$ cat src/rtl/dot_product_accumulator.sv
// Accumulates a multiplier product stream into one saturating dot-product per tagged vector.
// Result pulses MUL_LAT+1 cycles after op_last; no backpressure, a product is consumed every cycle it is valid.
module dot_product_accumulator #(
   parameter int PW      = 8,
   parameter int AW      = 16,
   parameter int MUL_LAT = 3,
   parameter int CW      = 8
) (
   input  logic          clk,
   input  logic          rst_n,
   input  logic          op_valid,
   input  logic          op_last,
   input  logic [PW-1:0] y,
   output logic [AW-1:0] acc_out,
   output logic [CW-1:0] elem_count,
   output logic          out_valid,
   output logic          overflow,
   output logic          busy
);

   typedef enum logic {IDLE, ACCUM} state_t;

   state_t               state;
   logic [MUL_LAT-1:0]   v_sr;
   logic [MUL_LAT-1:0]   l_sr;
   logic [MUL_LAT-1:0]   v_nxt;
   logic [MUL_LAT-1:0]   l_nxt;
   logic [AW-1:0]        acc;
   logic [CW-1:0]        cnt;
   logic                 ovf;
   logic                 dv;
   logic                 dl;
   logic [AW-1:0]        y_ext;
   logic [AW:0]          sum;
   logic                 sum_ovf;
   logic [AW-1:0]        sum_sat;
   logic [CW-1:0]        cnt_inc;
   logic                 accum_nxt;

   // Operand tags travel alongside the multiplier pipeline so dv lines up with y.
   assign v_nxt   = (v_sr << 1) | MUL_LAT'(op_valid);
   assign l_nxt   = (l_sr << 1) | MUL_LAT'(op_valid & op_last);
   assign dv      = v_sr[MUL_LAT-1];
   assign dl      = l_sr[MUL_LAT-1];

   assign y_ext   = {{(AW-PW){1'b0}}, y};
   assign sum     = {1'b0, acc} + {1'b0, y_ext};
   assign sum_ovf = sum[AW];
   assign sum_sat = sum_ovf ? {AW{1'b1}} : sum[AW-1:0];
   assign cnt_inc = (cnt == {CW{1'b1}}) ? cnt : cnt + CW'(1);

   // Next-cycle ACCUM occupancy, so busy can be registered without lagging.
   assign accum_nxt = (state == ACCUM) ? !(dv && dl) : (dv && !dl);

   always_ff @(posedge clk or negedge rst_n) begin
      if (!rst_n) begin
         state      <= IDLE;
         v_sr       <= '0;
         l_sr       <= '0;
         acc        <= '0;
         cnt        <= '0;
         ovf        <= 1'b0;
         acc_out    <= '0;
         elem_count <= '0;
         out_valid  <= 1'b0;
         overflow   <= 1'b0;
         busy       <= 1'b0;
      end else begin
         v_sr      <= v_nxt;
         l_sr      <= l_nxt;
         out_valid <= 1'b0;
         busy      <= (|v_nxt) | accum_nxt;
         if (dv) begin
            case (state)
               IDLE: begin
                  if (dl) begin
                     acc_out    <= y_ext;
                     elem_count <= CW'(1);
                     overflow   <= 1'b0;
                     out_valid  <= 1'b1;
                  end else begin
                     acc   <= y_ext;
                     cnt   <= CW'(1);
                     ovf   <= 1'b0;
                     state <= ACCUM;
                  end
               end
               ACCUM: begin
                  acc <= sum_sat;
                  cnt <= cnt_inc;
                  ovf <= ovf | sum_ovf;
                  if (dl) begin
                     acc_out    <= sum_sat;
                     elem_count <= cnt_inc;
                     overflow   <= ovf | sum_ovf;
                     out_valid  <= 1'b1;
                     state      <= IDLE;
                  end
               end
               default: state <= IDLE;
            endcase
         end
      end
   end

endmodule

$ cat config.mk
export PLATFORM = sky130hd
export DESIGN_NAME = dot_product_accumulator
export DESIGN_NICKNAME = d
export VERILOG_FILES = /design/src/rtl/dot_product_accumulator.sv
export SDC_FILE = /design/constraint.sdc
export NUM_CORES = 1
export LEC_CHECK = 0
export ABC_AREA = 1
export BUFFER_PORTS_ARGS = -buffer_cell sky130_fd_sc_hd__buf_4
export CAP_MARGIN = 25
export CORE_UTILIZATION = 50
export DETAILED_ROUTE_END_ITERATION = 12
export MAX_ROUTING_LAYER = met4
export PLACE_DENSITY_LB_ADDON = 0.25
export SYNTH_ARGS = -nofsm -noshare
export SYNTH_HDL_FRONTEND = slang
export SYNTH_SLANG_ARGS = --single-unit
$ cat constraint.sdc
create_clock -name clk -period 3.4 [get_ports clk]
set_clock_uncertainty 0.1 [all_clocks]
set_input_delay 0.34 -clock clk [delete_from_list [all_inputs] [get_ports clk]]
set_output_delay 0.34 -clock clk [all_outputs]
set_load 0.1 [all_outputs]
# After elaboration in Yosys (flattened, before gate mapping)
# Index checks and enable logic that the tools add are counted.
# classes
add_sub_neg	2
n_eq_ne	4
muxes	21
bitwise	6
reduce_logical	7
# ops
operator	count
2-to-1 mux 16 bit	4
one-hot mux 16 bit (2 select lines)	2
2-to-1 mux 8 bit	4
one-hot mux 8 bit (2 select lines)	2
adder 16 x 8 -> 17 bit	1
adder 8 x 1 -> 8 bit (second input constant)	1
equality test 8 bit (second input constant)	1
2-to-1 mux 1 bit	7
OR 3 x 1 -> 3 bit	2
inequality test 2 bit (second input constant)	2
one-hot mux 1 bit (2 select lines)	2
AND reduction 3 bit	1
OR reduction 3 bit	1
logical AND 1 bit	2
logical NOT 1 bit	2
inequality test 2 x 1 -> 1 bit (second input constant)	1
OR 1 bit	2
AND reduction 2 bit	1
bitwise AND 1 bit	1
NOT 1 bit	1
# totals
ff_bits	59
inputBits	12
wordCells	51

# Depth between registers and ports, before layout
# Gate-level depths: netlist (run 1).
# logic_depth
ltp_word	4
ltp_mapped	12
depth_no_buf	12

# Least setup slack after synthesis (run 1)
# Ideal clock, no wire load.
# synth_path
kind	register to register
from	register acc[0]
to	register acc_out[2]
t_arrival_ns	1.717
path_slack_ns	1.463
path_stages_with_launch	12
path_buffers	0
period_less_slack_ns	1.937
path_cell_list	dfrtp_1 > ha_1 > fa_1 > nand2_1 > nand2_1 > and2_4 > nand2_2 > nand2_4 > a21oi_4 > nand2_1 > nand3_1 > nand2_1
# synth_via
elab_chain_cells	4
# synth_rtl
element	line_no	source
start: declaration	28	logic [AW-1:0] acc;
start signal: assignment	82	acc <= y_ext;
start signal: assignment	89	acc <= sum_sat;
adder 16 x 8 -> 17 bit	47	assign sum = {1'b0, acc} + {1'b0, y_ext};
2-to-1 mux 16 bit	49	assign sum_sat = sum_ovf ? {AW{1'b1}} : sum[AW-1:0];
2-to-1 mux 16 bit	92	if (dl) begin
one-hot mux 16 bit (2 select lines)	74	case (state)
end signal: assignment	77	acc_out <= y_ext;
end signal: assignment	93	acc_out <= sum_sat;
end: declaration	14	output logic [AW-1:0] acc_out,
# No other way between the ends. The select of a mux whose other input is x is not followed.
# A chain may end at the register's enable or synchronous reset.

# Worst setup path in the final report (run 1)
# layout_path
from	register acc[0]
to	register acc_out[6]
# The elaborated chain is that of the path after synthesis.

==> results of run 1 <==
## power by group through the flow
| stage | combinational [mW] | sequential, mW | clock (mW) |
|---|---|---|---|
| after floorplan | 0.613 | 1.55 | 0 |
| after global placement | 1.45 | 0.999 | 0 |
| after detailed placement | 1.47 | 1.00 | 0 |
| after CTS | 1.48 | 0.994 | 0.649 |
| after global routing | 1.60 | 1.02 | 0.679 |
| final | 1.47 | 0.995 | 0.639 |
## sequential cells by signal (all words and copies together), names as in the netlist
name        cells
acc            16
acc_out        16
busy            1
cnt             8
elem_count      8
l_sr            3
out_valid       1
overflow        1
ovf             1
state           1
v_sr            3
## layout by cell type (no fill, tap or decap), types with 2 or more instances in the layout
cell type,count
nand2_1,145
dfrtp_1,59
nand3_1,58
buf_4,41
inv_1,30
nor2_1,18
o21ai_0,15
clkbuf_8,10
or2_2,9
ha_1,9
xnor2_1,7
o21ai_1,6
a21oi_1,5
nand3b_1,4
nand3_2,3
xor2_1,3
clkinv_2,3
nand2_4,2
a21oi_2,2
o211ai_1,2
## per-stage QoR
| stage | std cells | power [mW] | setup WS, ns | util | instance area, µm² |
|---|---|---|---|---|---|
| floorplan | 402 | 2.17 | 1.46 | - | 3160 |
| global placement | 505 | 2.45 | 1.20 | 0.585 | 3500 |
| detailed placement | 505 | 2.47 | 1.16 | 0.585 | 3500 |
| CTS | 522 | 3.12 | 1.22 | 0.619 | 3710 |
| global route | 522 | 3.30 | 1.10 | 0.619 | 3710 |
| finish | 522 | 3.11 | 1.21 | 0.619 | 3710 |
## metal layers
metal	wire length (µm)	vias to the layer above	track usage
li1	-	1370	-
met1	3230	1278	0.307
met2	3390	58	0.400
met3	321	6	0.0444
met4	70	0	0.0875
met5	0	-	-
## cells by family (layout without fill, tap and decap cells)
kind of cell,count (synthesis),count (layout)
compound gates,33,33
flops,59,59
xor+xnor,10,10
buf+inv,44,89
fa+ha+maj,10,10
simple gates,246,246
## worst min-delay path by stage
| stage | from | end | slack [ns] | depth (start not counted) |
|---|---|---|---|---|
| floorplan | rst_n | acc[0]$_DFFE_PN0P_ | -0.06 | 0 |
| global placement | l_sr[1]$_DFF_PN0_ | l_sr[2]$_DFF_PN0_ | 0.23 | 0 |
| detailed placement | l_sr[1]$_DFF_PN0_ | l_sr[2]$_DFF_PN0_ | 0.24 | 0 |
| CTS | op_valid | v_sr[0]$_DFF_PN0_ | 0.02 | 1 |
| global route | op_valid | v_sr[0]$_DFF_PN0_ | 0.02 | 1 |
| finish | op_valid | v_sr[0]$_DFF_PN0_ | 0.03 | 1 |
## worst max-delay path, delay by kind of cell (launching register included)
kind	cells	cell delay, ns
adder cells (fa/ha/maj)	2	0.62
AO/OA/AOI/OAI	1	0.23
AND/OR/NAND/NOR	8	0.73
flip-flops	1	0.39
## area by class of cell
cell class / count / area (µm²) / area share
repair buffers: 42 / 318 / 0.0858
multi-input cells: 299 / 1510 / 0.407
well taps: 75 / 93.8 / 0.0253
clock inverters: 5 / 52.6 / 0.0142
flip-flops and latches: 59 / 1480 / 0.398
inverters: 31 / 116 / 0.0314
clock buffers: 11 / 141 / 0.0382
==> flow_summary_export.csv, run 1 <==
group,metric,value,unit
synthesis,synthesis.area,3160,µm²
timing,setup-violations-final,0,
timing,final.setup.tns,0,ns
critical_path,slowest_stage,"fa_1",
cts,cts_tree,"built",
die,die_y,81.5,µm
drt,vias,2712,
power,swShare,0.478,
cts,clkLatencyLatePin,0.34,ns
power,p_leak,1.96,nW
power,power.density,838,nW/µm²
synthesis,netlist.area_leader.share,0.468,
global_routing,overflow,0,
placed_design,portBuffers,38,
cts,clockBufferDepth,2,
critical_path,ff2ff_path_depth,11,
cts,htreeDepth,3,
synthesis,yosysMostFrequentCell,"nand2_1",
synthesis,synth-xor-area-share,0.0277,
flow_run,drv_cap,0,
critical_path,crit_end,"acc_out[6]$_DFFE_PN0P_",
cts,cts_buffers,9,
global_routing,grt_pass1_vias,2661,
placed_design,gp_congestion,0.861,
critical_path,critPathKind,"reg2reg",
synthesis,synth_mux_area_frac,0,
drt,ant_nets,0,
critical_path,cp_max_fo,6,
drt,firstDrtPassIters,4,
drt,drt_iter0_markers,179,
die,die_width,81.5,µm
synthesis,synth_largest_area_cell,"dfrtp_1",
synthesis,synth_top_family_by_area,"simple AND/OR/NAND/NOR gates",
synthesis,ys_async_sr_fraction,1.00,
critical_path,r2r_setup_slack,1.21,ns
cts,root_buffer,"clkbuf_8",
critical_path,critPathMaxStageDelay,0.41,ns
critical_path,crit_top_cell,"nand2_1",
synthesis,yosys_most_used_dff,"dfrtp_1",
die,rows,28,
cells_and_area,syn2layout_area_growth,17.4,%
timing,fin_crit,2.19,ns
cts,clk_pin_slew,0.07,ns
synthesis,yosysSeqAreaShare,0.468,
cts,postCtsSetupBuffers,0,
synthesis,synth-simple-area-share,0.346,
synthesis,syn_avg_cell_area,7.85,µm²
synthesis,synth_seq_cells,59,
cells_and_area,diodes,0,
critical_path,path_cells,"ha_1 > fa_1 > nand2_1 > nand2_1 > and2_4 > nand2_2 > nand2_4 > a21oi_4 > nand2_1 > nand3_1 > nand2_1",
critical_path,reg2reg_to,"acc_out[6]$_DFFE_PN0P_",
critical_path,cp-start-kind,"flip-flop",
cts,hold_buffers,1,
drt,wirelength,7.01,mm
die,coreArea,5990,µm²
hold_path,hold_class,"in2reg",
global_routing,grt_antenna_before_repair,0,
timing,hold_viol,0,
synthesis,synth_edf_count,0,
timing,tightest_slew,0.727,ns
drt,wl_per_cell,13.4,µm
synthesis,synth_compound_area_frac,0.0614,
synthesis,ys_types,32,
drt,drc,0,
critical_path,cp-end-kind,"flip-flop",
critical_path,cp.arrival,2.31,ns
power,power.share.clock,0.206,
global_routing,grt_max_degree,60,
synthesis,syn_nets,424,
timing,rsz0062_at_grt,"no",
critical_path,cp-startpoint,"acc[0]$_DFFE_PN0P_",
timing,drv_slew,0,
synthesis,synth_adder_area_share,0.0420,
synthesis,netlist_instances,402,
die,io-pin-count,39,
placed_design,hpwl,4.76,mm
timing,slew_headroom,0.514,
cells_and_area,drive_above_1_share,0.174,
power,combPwrFrac,0.474,
power,power.switching,1.48,mW
die,die-area,6630,µm²
cts,cts_sinks,59,
timing,final.period_utilization,0.644,
critical_path,worst-endpoint-required,3.53,ns
power,internal_power,1.62,mW
cells_and_area,final_net_count,464,
timing,fmax,457,MHz
power,irDropWorstVdd,0.515,mV
cts,cts-resized-gates,0,
drt,drt-vias-per-instance,5.20,
synthesis,synth_common_cells,"145 x nand2_1, 59 x dfrtp_1, 58 x nand3_1, 30 x inv_1, 18 x nor2_1",
cells_and_area,nFillCells,537,
global_routing,grt_pass1_wl,11.9,mm
synthesis,ys_warn_count,0,
die,start_util,0.527,
outcome,status,"completed",
critical_path,worstReg2RegStart,"acc[0]$_DFFE_PN0P_",
synthesis,yosys-top-cells-area,"dfrtp_1 47%, nand2_1 17%, nand3_1 9.2%",
global_routing,track_usage,0.246,
timing,holdWs,0.0264,ns
power,pwr-share-seq,0.320,
Power figures use the tool's default switching activity.
==> run 2, diff against run 1 <==
Settings changed: ABC_AREA 1 to 0.
Clock period 3.4 ns to 2 ns, I/O delays scaled along.
==> run 2 against run 1 <==
The flow now finishes with violations (setup timing); worst setup slack worse by 1.5 ns; register-to-register slack worse by 1.5 ns; sequential power up 74%; clock power up 71%; worst hold slack better by 0.066 ns.
==> flow_summary_export.csv, run 2 <==
group,metric,value,unit
cts,cts_buffers,9,
synthesis,yosysSeqAreaShare,0.463,
cells_and_area,syn2layout_area_growth,32.5,%
synthesis,ys_types,57,
power,p_leak,1.96,nW
global_routing,track_usage,0.266,
timing,drv_slew,0,
cells_and_area,multiInputGateArea,1810,µm²
drt,wl_met2,4.24,mm
timing,fin_crit,2.27,ns
global_routing,overflow,0,
global_routing,grt_pass1_vias,2727,
global_routing,grt_max_degree,60,
die,io-pin-count,39,
cells_and_area,final_area,4230,µm²
die,die_y,81.9,µm
synthesis,synth_common_cells,"59 x dfrtp_1, 43 x nand2_1, 23 x nor2_1, 20 x o21ai_0, 16 x a21oi_1",
critical_path,cp-end-kind,"flip-flop",
synthesis,yosys_most_used_dff,"dfrtp_1",
die,die_width,81.9,µm
cells_and_area,drive_above_1_share,0.348,
critical_path,cp-start-kind,"flip-flop",
cells_and_area,seqCellArea,1480,µm²
cts,cts_tree,"built",
drt,top_layer,"met4",
cts,cts_sinks,59,
drt,met3WireLength,437,µm
synthesis,yosysMostFrequentCell,"dfrtp_1",
cts,clk_pin_slew,0.07,ns
timing,fin_ws,-0.272,ns
power,p_total,6.44,mW
die,die-area,6700,µm²
global_routing,grt_antenna_before_repair,0,
timing,fmax,440,MHz
placed_design,gp_congestion,0.949,
critical_path,cp_max_fo,5,
global_routing,grt_pass1_wl,12.9,mm
drt,vias,2868,
synthesis,synth_largest_area_cell,"dfrtp_1",
timing,final.period_utilization,1.14,
cells_and_area,most-common-layout-cells,"75 x buf_4, 59 x dfrtp_1, 43 x nand2_1, 22 x nor2_1, 16 x a21oi_1",
cts,root_buffer,"clkbuf_8",
cts,clockBufferDepth,2,
drt,drc,0,
critical_path,worst-endpoint-required,2.14,ns
outcome,status,"finished with violations",
cells_and_area,diodes,0,
power,power.density,1520,nW/µm²
die,rows,28,
hold_path,hold_class,"in2reg",
timing,holdWs,0.0926,ns
cts,htreeDepth,3,
drt,ant_nets,0,
timing,final.setup.tns,-6.89,ns
drt,drt_iter0_markers,265,
synthesis,synth_seq_cells,59,
power,irDropWorstVdd,1.17,mV
synthesis,syn_nets,341,
synthesis,synthesis.area,3190,µm²
placed_design,pre_cts_slack,-0.300,ns
critical_path,cp.arrival,2.41,ns
timing,tightest_slew,0.740,ns
cts,clkLatencyLatePin,0.35,ns
cells_and_area,final_net_count,417,
synthesis,netlist.area_leader.share,0.463,
synthesis,synth_edf_count,0,
synthesis,ys_warn_count,0,
synthesis,yosys-top-cells-area,"dfrtp_1 46%, nand2_1 5.1%, ha_1 3.5%",
outcome,violations,"setup timing",
drt,firstDrtPassIters,5,
flow_run,drv_cap,0,
placed_design,portBuffers,38,
synthesis,netlist_instances,319,
drt,wl_met1,3.62,mm
drt,wirelength,8.47,mm
placed_design,hpwl,5.24,mm
critical_path,critPathKind,"reg2reg",
synthesis,syn_avg_cell_area,10.0,µm²
die,start_util,0.529,
timing,slew_headroom,0.507,
die,coreArea,6030,µm²
cells_and_area,reg.largest.list,"acc: 16 flops, acc_out: 16 flops",
cells_and_area,layout_commonest_cell,"buf_4",
cells_and_area,nFillCells,449,
drt,drt-vias-per-instance,6.04,
timing,setup-violations-final,34,
timing,rsz0062_at_grt,"yes",
placed_design,placed_cell_area,3720,µm²
timing,hold_viol,0,
synthesis,ys_async_sr_fraction,1.00,
drt,wl_per_cell,17.8,µm
==> run 2: cell types whose count changed after synthesis, moves of 6 or more <==
cell     delta
nand3_1    -47
and3_1      +7
a21oi_1    +11
o31ai_1    +11
a22o_1      +6
or2_2       -9
a31oi_1     +9
inv_1      -25
nand2_1   -102
mux2_2      +8
==> run 2: power breakdown <==
group / switching [mW] / total [mW] / internal, mW
sequential: 0.235 / 1.73 / 1.50
combinational: 2.32 / 3.62 / 1.30
clock: 0.488 / 1.09 / 0.603
==> run 2: critical path, stage by stage, from the launching register on <==
cell and delay [ns]:
dfrtp_1 0.41, ha_4 0.17, fa_2 0.36, a211oi_4 0.32, o211ai_4 0.14, nand4_4 0.12, buf_12 0.14, a31oi_4 0.09
mux2_4 0.28
==> run 2: logic make-up (layout without fill, tap and decap cells) <==
family,after synthesis,in the layout,share of synthesized area
AND/OR/NAND/NOR,114,114,0.180
XOR/XNOR,9,9,0.0247
adder cells (fa/ha/maj),10,10,0.0416
buffers and inverters,22,103,0.0361
multiplexers,10,10,0.0345
flip-flops,59,59,0.463
AO/OA/AOI/OAI,95,95,0.221
==> run 2: metal layers <==
layer / vias up / track usage
met5: - / -
met4: 0 / 0.114
met3: 24 / 0.0567
met2: 114 / 0.427
met1: 1400 / 0.324
li1: 1330 / -
==> run 2: final timing paths <==
check                                         from                         to  slack (ns)  cells past startpoint
worst max-delay path            acc[0]$_DFFE_PN0P_         acc[1]$_DFFE_PN0P_       -0.27                      8
worst min-delay path                          y[6]     acc_out[6]$_DFFE_PN0P_        0.09                      3
worst max register to register  acc[0]$_DFFE_PN0P_         acc[1]$_DFFE_PN0P_       -0.27                      8
worst min register to register   l_sr[1]$_DFF_PN0_          l_sr[2]$_DFF_PN0_        0.25                      0
max in group asynchronous                    rst_n     acc_out[2]$_DFFE_PN0P_        0.93                      2
min in group asynchronous                    rst_n  elem_count[3]$_DFFE_PN0P_        0.34                      2
==> run 2: layout make-up <==
| type | instances | share of cell area |
|---|---|---|
| Clock buffer | 11 | 0.0334 |
| Clock inverter | 5 | 0.0124 |
| Inverter | 6 | 0.00533 |
| Multi-Input combinational cell | 238 | 0.427 |
| Sequential cell | 59 | 0.349 |
| Tap cell | 75 | 0.0222 |
| Timing Repair Buffer | 81 | 0.150 |
==> run 2: per-stage QoR <==
step / std cells / utilization
after floorplan: 319 / -
after global placement: 445 / 0.617
after detailed placement: 445 / 0.617
after CTS: 471 / 0.671
after global routing: 475 / 0.702
final: 475 / 0.702
==> run 2: repair_timing <==
item                       in CTS  in global routing
hold endpoints to repair       62                  0
setup endpoints to repair      34                 35
hold buffers                    3                  0
pin swaps                       8                 17
buffers inserted                7                  4
resized for setup               9                 39
